[src/rtl/alu_pipe.sv]
// alu_pipe -- single-cycle integer ALU feeding an in-order result queue that
// competes for the common data bus (CDB).
//
// An issued op is evaluated combinationally and written into the queue tail on
// the same edge, so it becomes visible at the queue head one cycle later. The
// head entry is presented on the CDB outputs until the arbiter grants it.
//
// Parameters
//   XLEN   operand / result / address width
//   ROB_W  reorder-buffer tag width
//   DEPTH  result-queue entries (power of two, >= 2)
//
// Ports
//   clk, rst            clock, synchronous active-high reset
//   valid_i / ready_o   issue handshake from the reservation station
//   op_i                ALU opcode (`ALU_OP_* encodings)
//   vj_i, vk_i, imm_i   operands (vk_i carries the immediate for I-type/LUI/JAL)
//   pc_i, pred_target_i instruction PC and predicted next PC
//   dest_i              destination ROB tag
//   flush_i             mispredict recovery: empties the queue
//   valid_o             queue head requests the CDB
//   rob_id_o, value_o, target_addr_o, branch_outcome_o, mispredict_o
//                       head entry fields (all zero while the queue is empty)
//   cdb_grant_i         CDB grant for the head entry
//
// Optional feature
//   ALU_MISPRED_EN      when defined, each entry records whether the branch
//                       predictor was wrong and drives it on mispredict_o;
//                       otherwise mispredict_o is tied to 0.

`ifndef ALU_OP_DEFS
`define ALU_OP_DEFS
`ifndef ROB_ID_WIDTH
`define ROB_ID_WIDTH 4
`endif
`define AluOpBus     4:0
`define ALU_OP_ADD   5'd0
`define ALU_OP_SUB   5'd1
`define ALU_OP_AND   5'd2
`define ALU_OP_OR    5'd3
`define ALU_OP_XOR   5'd4
`define ALU_OP_SLT   5'd5
`define ALU_OP_SLTU  5'd6
`define ALU_OP_SLL   5'd7
`define ALU_OP_SRL   5'd8
`define ALU_OP_SRA   5'd9
`define ALU_OP_LUI   5'd10
`define ALU_OP_JAL   5'd11
`define ALU_OP_JALR  5'd12
`define ALU_OP_BEQ   5'd13
`define ALU_OP_BNE   5'd14
`define ALU_OP_BLT   5'd15
`define ALU_OP_BGE   5'd16
`define ALU_OP_BLTU  5'd17
`define ALU_OP_BGEU  5'd18
`endif

module alu_pipe #(
  parameter int XLEN  = 32,
  parameter int ROB_W = `ROB_ID_WIDTH,
  parameter int DEPTH = 4
) (
  input  logic              clk,
  input  logic              rst,
  input  logic              valid_i,
  output logic              ready_o,
  input  logic [`AluOpBus]  op_i,
  input  logic [XLEN-1:0]   vj_i,
  input  logic [XLEN-1:0]   vk_i,
  input  logic [XLEN-1:0]   imm_i,
  input  logic [XLEN-1:0]   pc_i,
  input  logic [XLEN-1:0]   pred_target_i,
  input  logic [ROB_W-1:0]  dest_i,
  input  logic              flush_i,
  output logic              valid_o,
  output logic [ROB_W-1:0]  rob_id_o,
  output logic [XLEN-1:0]   value_o,
  output logic [XLEN-1:0]   target_addr_o,
  output logic              branch_outcome_o,
  output logic              mispredict_o,
  input  logic              cdb_grant_i
);

  localparam int PTR_W = $clog2(DEPTH);
  localparam int CNT_W = PTR_W + 1;

  // Branch condition evaluation; signed compares use explicitly signed copies.
  function automatic logic br_taken(input logic [`AluOpBus] op,
                                    input logic [XLEN-1:0] a,
                                    input logic [XLEN-1:0] b);
    logic signed [XLEN-1:0] as;
    logic signed [XLEN-1:0] bs;
    as = a;
    bs = b;
    case (op)
      `ALU_OP_BEQ:  br_taken = (a == b);
      `ALU_OP_BNE:  br_taken = (a != b);
      `ALU_OP_BLT:  br_taken = (as < bs);
      `ALU_OP_BGE:  br_taken = (as >= bs);
      `ALU_OP_BLTU: br_taken = (a < b);
      `ALU_OP_BGEU: br_taken = (a >= b);
      default:      br_taken = 1'b0;
    endcase
  endfunction

  logic [CNT_W-1:0] count;
  logic [PTR_W-1:0] wr_ptr;
  logic [PTR_W-1:0] rd_ptr;
  logic             vld_p0;
  logic             pop;

  logic signed [XLEN-1:0] vj_s;
  logic signed [XLEN-1:0] vk_s;
  logic [4:0]             shamt;
  logic [XLEN-1:0]        link_p0;
  logic [XLEN-1:0]        res_p0;
  logic [XLEN-1:0]        tgt_p0;
  logic                   taken_p0;

  assign ready_o = (count != CNT_W'(DEPTH));
  assign valid_o = (count != '0);
  assign vld_p0  = valid_i && ready_o && !flush_i;
  assign pop     = valid_o && cdb_grant_i;

  assign vj_s    = vj_i;
  assign vk_s    = vk_i;
  assign shamt   = vk_i[4:0];
  assign link_p0 = pc_i + XLEN'(4);

  // ---- stage p0: combinational evaluation of the issuing op ----
  always_comb begin
    res_p0   = '0;
    tgt_p0   = '0;
    taken_p0 = 1'b0;
    case (op_i)
      `ALU_OP_ADD:  res_p0 = vj_i + vk_i;
      `ALU_OP_SUB:  res_p0 = vj_i - vk_i;
      `ALU_OP_AND:  res_p0 = vj_i & vk_i;
      `ALU_OP_OR:   res_p0 = vj_i | vk_i;
      `ALU_OP_XOR:  res_p0 = vj_i ^ vk_i;
      `ALU_OP_SLT:  res_p0 = {{(XLEN-1){1'b0}}, (vj_s < vk_s)};
      `ALU_OP_SLTU: res_p0 = {{(XLEN-1){1'b0}}, (vj_i < vk_i)};
      `ALU_OP_SLL:  res_p0 = vj_i << shamt;
      `ALU_OP_SRL:  res_p0 = vj_i >> shamt;
      `ALU_OP_SRA:  res_p0 = vj_s >>> shamt;
      `ALU_OP_LUI:  res_p0 = vk_i;
      `ALU_OP_JAL, `ALU_OP_JALR: begin
        res_p0   = link_p0;
        tgt_p0   = vj_i + vk_i;
        taken_p0 = 1'b1;
      end
      `ALU_OP_BEQ, `ALU_OP_BNE, `ALU_OP_BLT,
      `ALU_OP_BGE, `ALU_OP_BLTU, `ALU_OP_BGEU: begin
        tgt_p0   = pc_i + imm_i;
        taken_p0 = br_taken(op_i, vj_i, vk_i);
      end
      default: ;
    endcase
  end

  // ---- stage p1: result queue (control) ----
  // Flush shares the reset path so it overrides any same-cycle push or pop.
  always_ff @(posedge clk) begin
    if (rst || flush_i) begin
      count  <= '0;
      wr_ptr <= '0;
      rd_ptr <= '0;
    end else begin
      if (vld_p0) wr_ptr <= wr_ptr + PTR_W'(1);
      if (pop)    rd_ptr <= rd_ptr + PTR_W'(1);
      case ({vld_p0, pop})
        2'b10:   count <= count + CNT_W'(1);
        2'b01:   count <= count - CNT_W'(1);
        default: count <= count;
      endcase
    end
  end

  // ---- stage p1: result queue (data, not reset; outputs are gated instead) ----
  logic [ROB_W-1:0] rob_p1   [DEPTH];
  logic [XLEN-1:0]  val_p1   [DEPTH];
  logic [XLEN-1:0]  tgt_p1   [DEPTH];
  logic             taken_p1 [DEPTH];

  always_ff @(posedge clk) begin
    if (vld_p0) begin
      rob_p1[wr_ptr]   <= dest_i;
      val_p1[wr_ptr]   <= res_p0;
      tgt_p1[wr_ptr]   <= tgt_p0;
      taken_p1[wr_ptr] <= taken_p0;
    end
  end

  // Empty-queue gating keeps every output at zero after reset or flush even
  // though the storage itself holds stale contents.
  assign rob_id_o         = valid_o ? rob_p1[rd_ptr]   : '0;
  assign value_o          = valid_o ? val_p1[rd_ptr]   : '0;
  assign target_addr_o    = valid_o ? tgt_p1[rd_ptr]   : '0;
  assign branch_outcome_o = valid_o ? taken_p1[rd_ptr] : 1'b0;

`ifdef ALU_MISPRED_EN
  // A taken op mispredicts if the predictor pointed elsewhere; a not-taken op
  // mispredicts if the predictor did not fall through to pc+4.
  logic mis_p0;
  logic mis_p1 [DEPTH];

  assign mis_p0 = taken_p0 ? (tgt_p0 != pred_target_i)
                           : (pred_target_i != link_p0);

  always_ff @(posedge clk) begin
    if (vld_p0) mis_p1[wr_ptr] <= mis_p0;
  end

  assign mispredict_o = valid_o ? mis_p1[rd_ptr] : 1'b0;
`else
  logic unused_pred;
  assign unused_pred  = ^pred_target_i;
  assign mispredict_o = 1'b0;
`endif

endmodule

[config.mk]
export PLATFORM = sky130hd
export DESIGN_NAME = alu_pipe
export DESIGN_NICKNAME = d
export VERILOG_FILES = /design/src/rtl/alu_pipe.sv
export SDC_FILE = /design/constraint.sdc
export NUM_CORES = 1
export LEC_CHECK = 0
export CAP_MARGIN = 25
export CORE_MARGIN = 5
export CORE_UTILIZATION = 25
export CTS_CLUSTER_DIAMETER = 200
export DETAILED_ROUTE_END_ITERATION = 10
export GPL_TIMING_DRIVEN = 0
export PLACE_DENSITY_LB_ADDON = 0.3
export SLEW_MARGIN = 20
export SYNTH_ARGS = -nofsm -noshare
export SYNTH_HDL_FRONTEND = slang
export SYNTH_SLANG_ARGS = --single-unit
export TNS_END_PERCENT = 100
[constraint.sdc]
create_clock -name clk -period 11.6 [get_ports clk]
set_clock_uncertainty 0.1 [all_clocks]
set_input_delay 2.32 -clock clk [delete_from_list [all_inputs] [get_ports clk]]
set_output_delay 2.32 -clock clk [all_outputs]
set_load 0.05 [all_outputs]
# Word level (Yosys, flattened, before mapping)

Memory sizes are Yosys's and may differ from the RTL's. A register that Yosys moved wholly into a read port is not among the register bits.
Cells that the tools add are included.

Add/sub/neg operators: 8
Magnitude comparators: 4
Equality and inequality tests: 23
Shift operators: 3
Muxes and demuxes: 19
Bitwise operators: 3
Reduce and logical (&&, ||, !) cells: 10

Operators with widths:

| cell                                          | number |
|---|---|
| one-hot mux 32 bit (12 select lines)          | 1 |
| adder 32 bit                                  | 2 |
| >= comparator 32 bit                          | 2 |
| < comparator 32 bit                           | 2 |
| 2-to-1 mux 32 bit                             | 2 |
| one-hot mux 32 bit (2 select lines)           | 1 |
| == test 5 x 4 -> 1 bit, second input constant | 8 |
| adder 32 x 3 -> 32 bit, second input constant | 1 |
| AND 32 bit                                    | 1 |
| == test 32 bit                                | 1 |
| inequality test 32 bit                        | 1 |
| bitwise OR 32 bit                             | 1 |
| << shifter 32 x 5 -> 32 bit                   | 1 |
| right shift 32 x 5 -> 32 bit                  | 1 |
| >>> shifter 32 x 5 -> 32 bit                  | 1 |
| subtractor 32 bit                             | 1 |
| XOR 32 bit                                    | 1 |
| == test 5 x 3 -> 1 bit, second input constant | 4 |
| 2-to-1 mux 2 bit                              | 8 |
| == test 5 bit, second input constant          | 3 |
| == test 5 x 2 -> 1 bit, second input constant | 2 |
| one-hot mux 1 bit (6 select lines)            | 1 |
| one-hot mux 3 bit (2 select lines)            | 1 |
| OR reduction 6 bit                            | 1 |
| other kinds (17)                              | 22 |

Flip-flop bits (word level): 7
Bits in writable memories: 276
Bits of input ports: 174
Output and inout port bits: 72
Logic and storage cells: 77
Memories: 4

Memory list:

| name     | words | width | read ports | clocked after Yosys merged registers in | write ports | RTL line | RTL |
|---|---|---|---|---|---|---|---|
| tgt_p1   | 4     | 32    | 1          | 1                                       | 1           | 182      | `logic [XLEN-1:0] tgt_p1 [DEPTH];` |
| val_p1   | 4     | 32    | 1          | 1                                       | 1           | 181      | `logic [XLEN-1:0] val_p1 [DEPTH];` |
| rob_p1   | 4     | 4     | 1          | 1                                       | 1           | 180      | `logic [ROB_W-1:0] rob_p1 [DEPTH];` |
| taken_p1 | 4     | 1     | 1          | 1                                       | 1           | 183      | `logic taken_p1 [DEPTH];` |

# Longest topological paths before layout

Word-level depth: 5
Gate-level depth with buffers: 16

# Worst setup path before layout

OpenSTA, ideal clock, no wires.

Path kind: input-to-reg
From: in vk_i[3]
To: mem val_p1[0][29], data pin
Setup time: 0.269 ns
Data arrival time: 5.575 ns
Setup slack: 5.656 ns
Stages: 14
Path through: clkbuf_1 clkinv_1 buf_1 buf_1 ha_1 nor3_1 a221oi_1 a221oi_2 a211oi_1 o211ai_1 a221o_1 o311a_1 xnor2_1 a211o_1

Longest elaborated chain between the ends: 2
Elaborated cells on any way between the ends: 6
Classes of those cells: 2 x add/sub; 3 x shift; 1 x mux

RTL lines:

| element                                         | RTL line | RTL |
|---|---|---|
| start: declaration                              | 69       | `input logic [XLEN-1:0] vk_i,` |
| subtractor 32 bit, or another cell as far along | 137      | `` `ALU_OP_SUB: res_p0 = vj_i - vk_i; `` |
| one-hot mux 32 bit (12 select lines) *          | 135      | `case (op_i)` |
| named net res_p0[29]                            | 116      | `logic [XLEN-1:0] res_p0;` |
| end: declaration                                | 181      |  |

The timed path passes the listed nets; every way through them passes the cells marked *.

# Final worst setup path

From: in vk_i[3]
To: mem val_p1[2][16], data pin

Same word-level chain as after synthesis.

==> metrics.txt <==
max-cap violations 0; Starting Density 25.2%; DIE AREA 94900 um^2; CP max-delay cell o21ai_0; syn avg cell area 10.3 um^2; FF-to-FF path depth 9; post-route insts no fill 3594; pre-CTS WS 3190 ps; Slew Limit Fails 0; final hold vios 0; Hold Path Depth 2; CP required 11760 ps; Inst Count DP 3533; Unique masters post-synth 88; DIE HEIGHT 308 um; fill count 9141; setup violators final 0; Design Power 2.92 mW; status complete, no violations; cts repair resizes 0; Multi-input gate area 12700 um^2; via count 19613; hold_sp count[2]$_SDFFE_PP0P_; vias in the first global route 19133; root buffer cell clkbuf_16; Post-synth ARST share 0%; Longest Clk Path Bufs 3; # IOs 246; CTS clk-pin slew, worst paths 70 ps; final WL 98400 um; gpl congestion 1.01; synthesized net count 2462; hold endpoint count[2]$_SDFFE_PP0P_; Hold Crit Class reg -> reg; register area 8470 um^2; clk sinks 285; Iter 0 DRT Violations 2069; Power Density 109 nW/um^2; worst vdd ir 0.0000839 V; Tcrit/Tclk final 68.6%; clk_lat worst skew 610 ps; Max Freq 126 MHz; H-tree depth 1; slew margin rel. 20.9%; DR vias/cell 5.46; reg2reg start count[2]$_SDFFE_PP0P_; Num CTS Buffers 30; fin area 26900 um^2; CP max stage delay 770 ps; buffer and inverter count on the worst path 6; dpl hpwl 79200 um; antenna violations before repair 20; postcts setup bufs 0; routed len/inst 27.4 um; Fin Hold WS 413 ps; Most common cell on crit path o21ai_0; Final #Nets 2714; number of flops mapped to enable cells by yosys 276; TritonCTS clock tree yes; Die W 308 um; Synth warnings 0; CP endpoint kind register; DRC 0; Synth Flop Type edfxtp_1; Synth Instances 2150; Antenna Nets Post-Route 0; area grow syn2layout 21.2%; Worst Path Arrival 8110 ps; I/O Buffers 211; Cell Chain, Critical Path clkdlybuf4s50_1 > clkbuf_1 > clkinv_1 > buf_1 > buf_1 > ha_1 > buf_2 > nor3_1 > o21ai_0 > a211oi_1 > o21ai_0 > o211ai_1 > mux2i_1 > xnor2_1 > o21ai_0; R2R Setup Slk 8990 ps; cts hold-fix bufs 0; fin worst setup slack 3650 ps; final design utilization 30.5%; DP Area 25900 um^2; global-route wire length before repair 138000 um; post-synthesis sequential area ratio 38.1%; largest net degree at the start of global routing 41; CP top delay family buffers and inverters; setup TNS 0 ps; r2r endpoint count[2]$_SDFFE_PP0P_; worst setup path class in -> reg; Setup crit start kind input pin; Crit Path Max Fanout 11; core box area 88200 um^2; unrepaired setup endpoints after global routing false; grt total ovfl 0; gr usage total 19.9%; layout cell share with drive strength beyond 1 9.41%; Slew @ Worst Pin 1180 ps; synthesis-stage register bit count 285; Row Count 109; Detailed Routing Iterations Pass 1 6; Leakage 9.44 nW; Syn Std Cell Area 22200 um^2; fin crit period 7950 ps
==> flip-flops by register name (all words and copies together), names as in the netlist, named ones only <==
name,count
rob_p1,16
wr_ptr,2
val_p1,128
taken_p1,4
tgt_p1,128
rd_ptr,2
count,3
==> report_power, final <==
group / switching, mW / internal, mW
clock network: 0.413 / 0.519
logic: 0.533 / 0.292
registers: 0.00389 / 1.16
==> final cells by class <==
cell class / count / area share [%]
antenna: 6 / 0.0558
buffer: 142 / 2.12
clock buffer: 34 / 2.85
clock inverter: 19 / 0.646
inverter: 120 / 1.67
multi-input combinational: 1603 / 47.4
sequential: 285 / 31.5
tap: 1165 / 5.42
timing repair buffer: 220 / 8.43
==> tightest hold or removal path: cells and delay by family, from the launching register on <==
kind	cells	cell delay, ps
AOI/OAI and AO/OA	2	140
DFF	1	330
==> synth_stat cells, types with 32 or more instances <==
cell type | number | area, um^2
edfxtp_1 | 276 | 8290
nor2_1 | 203 | 762
a21oi_1 | 144 | 721
nand2_1 | 136 | 510
ha_1 | 134 | 1680
mux4_2 | 120 | 2700
inv_1 | 117 | 439
o21ai_0 | 112 | 561
clkbuf_1 | 98 | 368
and2_1 | 81 | 507
xnor2_1 | 74 | 648
nand3_1 | 46 | 230
mux2i_1 | 45 | 450
xor2_1 | 37 | 324
nor3_1 | 34 | 170
o22ai_1 | 32 | 200
==> layout by cell type (no fill, tap or decap), types with 9 or more instances in the layout <==
cell type and n:
xnor2_1 74, and3_1 15, xor2_1 37, a21o_1 30, clkbuf_1 101, or3_1 15
clkdlybuf4s50_1 211, edfxtp_1 276, ha_1 134, o21bai_1 15, a31oi_1 19, buf_2 21
o221ai_1 10, clkbuf_16 30, o31ai_1 15, o2111ai_1 17, clkinv_1 10, nor4_1 12
o22ai_1 32, o211ai_1 27, nand4_1 11, nand2_1 136, mux4_2 120, mux2i_1 45
and2_1 77, a21oi_1 144, a211o_1 13, dfxtp_1 9, a221oi_1 24, inv_1 117
a211oi_1 18, nor3_1 34, buf_1 23, o21ai_0 112, nand3_1 46, a22oi_1 21
nor2_1 203
==> worst max-delay path by stage <==
| stage | cells after the start | from | end |
|---|---|---|---|
| global route | 16 | vk_i[3] | val_p1[0][18]$_DFFE_PP_ |
| CTS | 16 | vk_i[3] | val_p1[0][18]$_DFFE_PP_ |
| floorplan | 14 | vk_i[3] | val_p1[0][29]$_DFFE_PP_ |
| finish | 15 | vk_i[3] | val_p1[2][16]$_DFFE_PP_ |
| global placement | 16 | vk_i[3] | val_p1[1][18]$_DFFE_PP_ |
| detailed placement | 16 | vk_i[3] | val_p1[1][18]$_DFFE_PP_ |
==> metal layers <==
metal	vias to the layer above	global-route usage, %	share of wire (%)
met5	-	0	0.12
met4	20	7.96	5.1
met3	237	4.13	7.6
met2	922	33.5	47
met1	9735	25.0	40
li1	8699	-	-
==> cells by family (layout without fill, tap and decap cells) <==
family,count (synthesis),after routing,share of synthesized area [%]
mux,170,170,14.5
buf+inv,262,535,4.59
other cells,1,7,0.0169
xor+xnor,111,111,4.38
compound gates,581,581,17.5
flops,285,285,38.1
simple gates,602,602,13.0
fa+ha+maj,138,138,7.91
(Power assumes the default switching activity.)
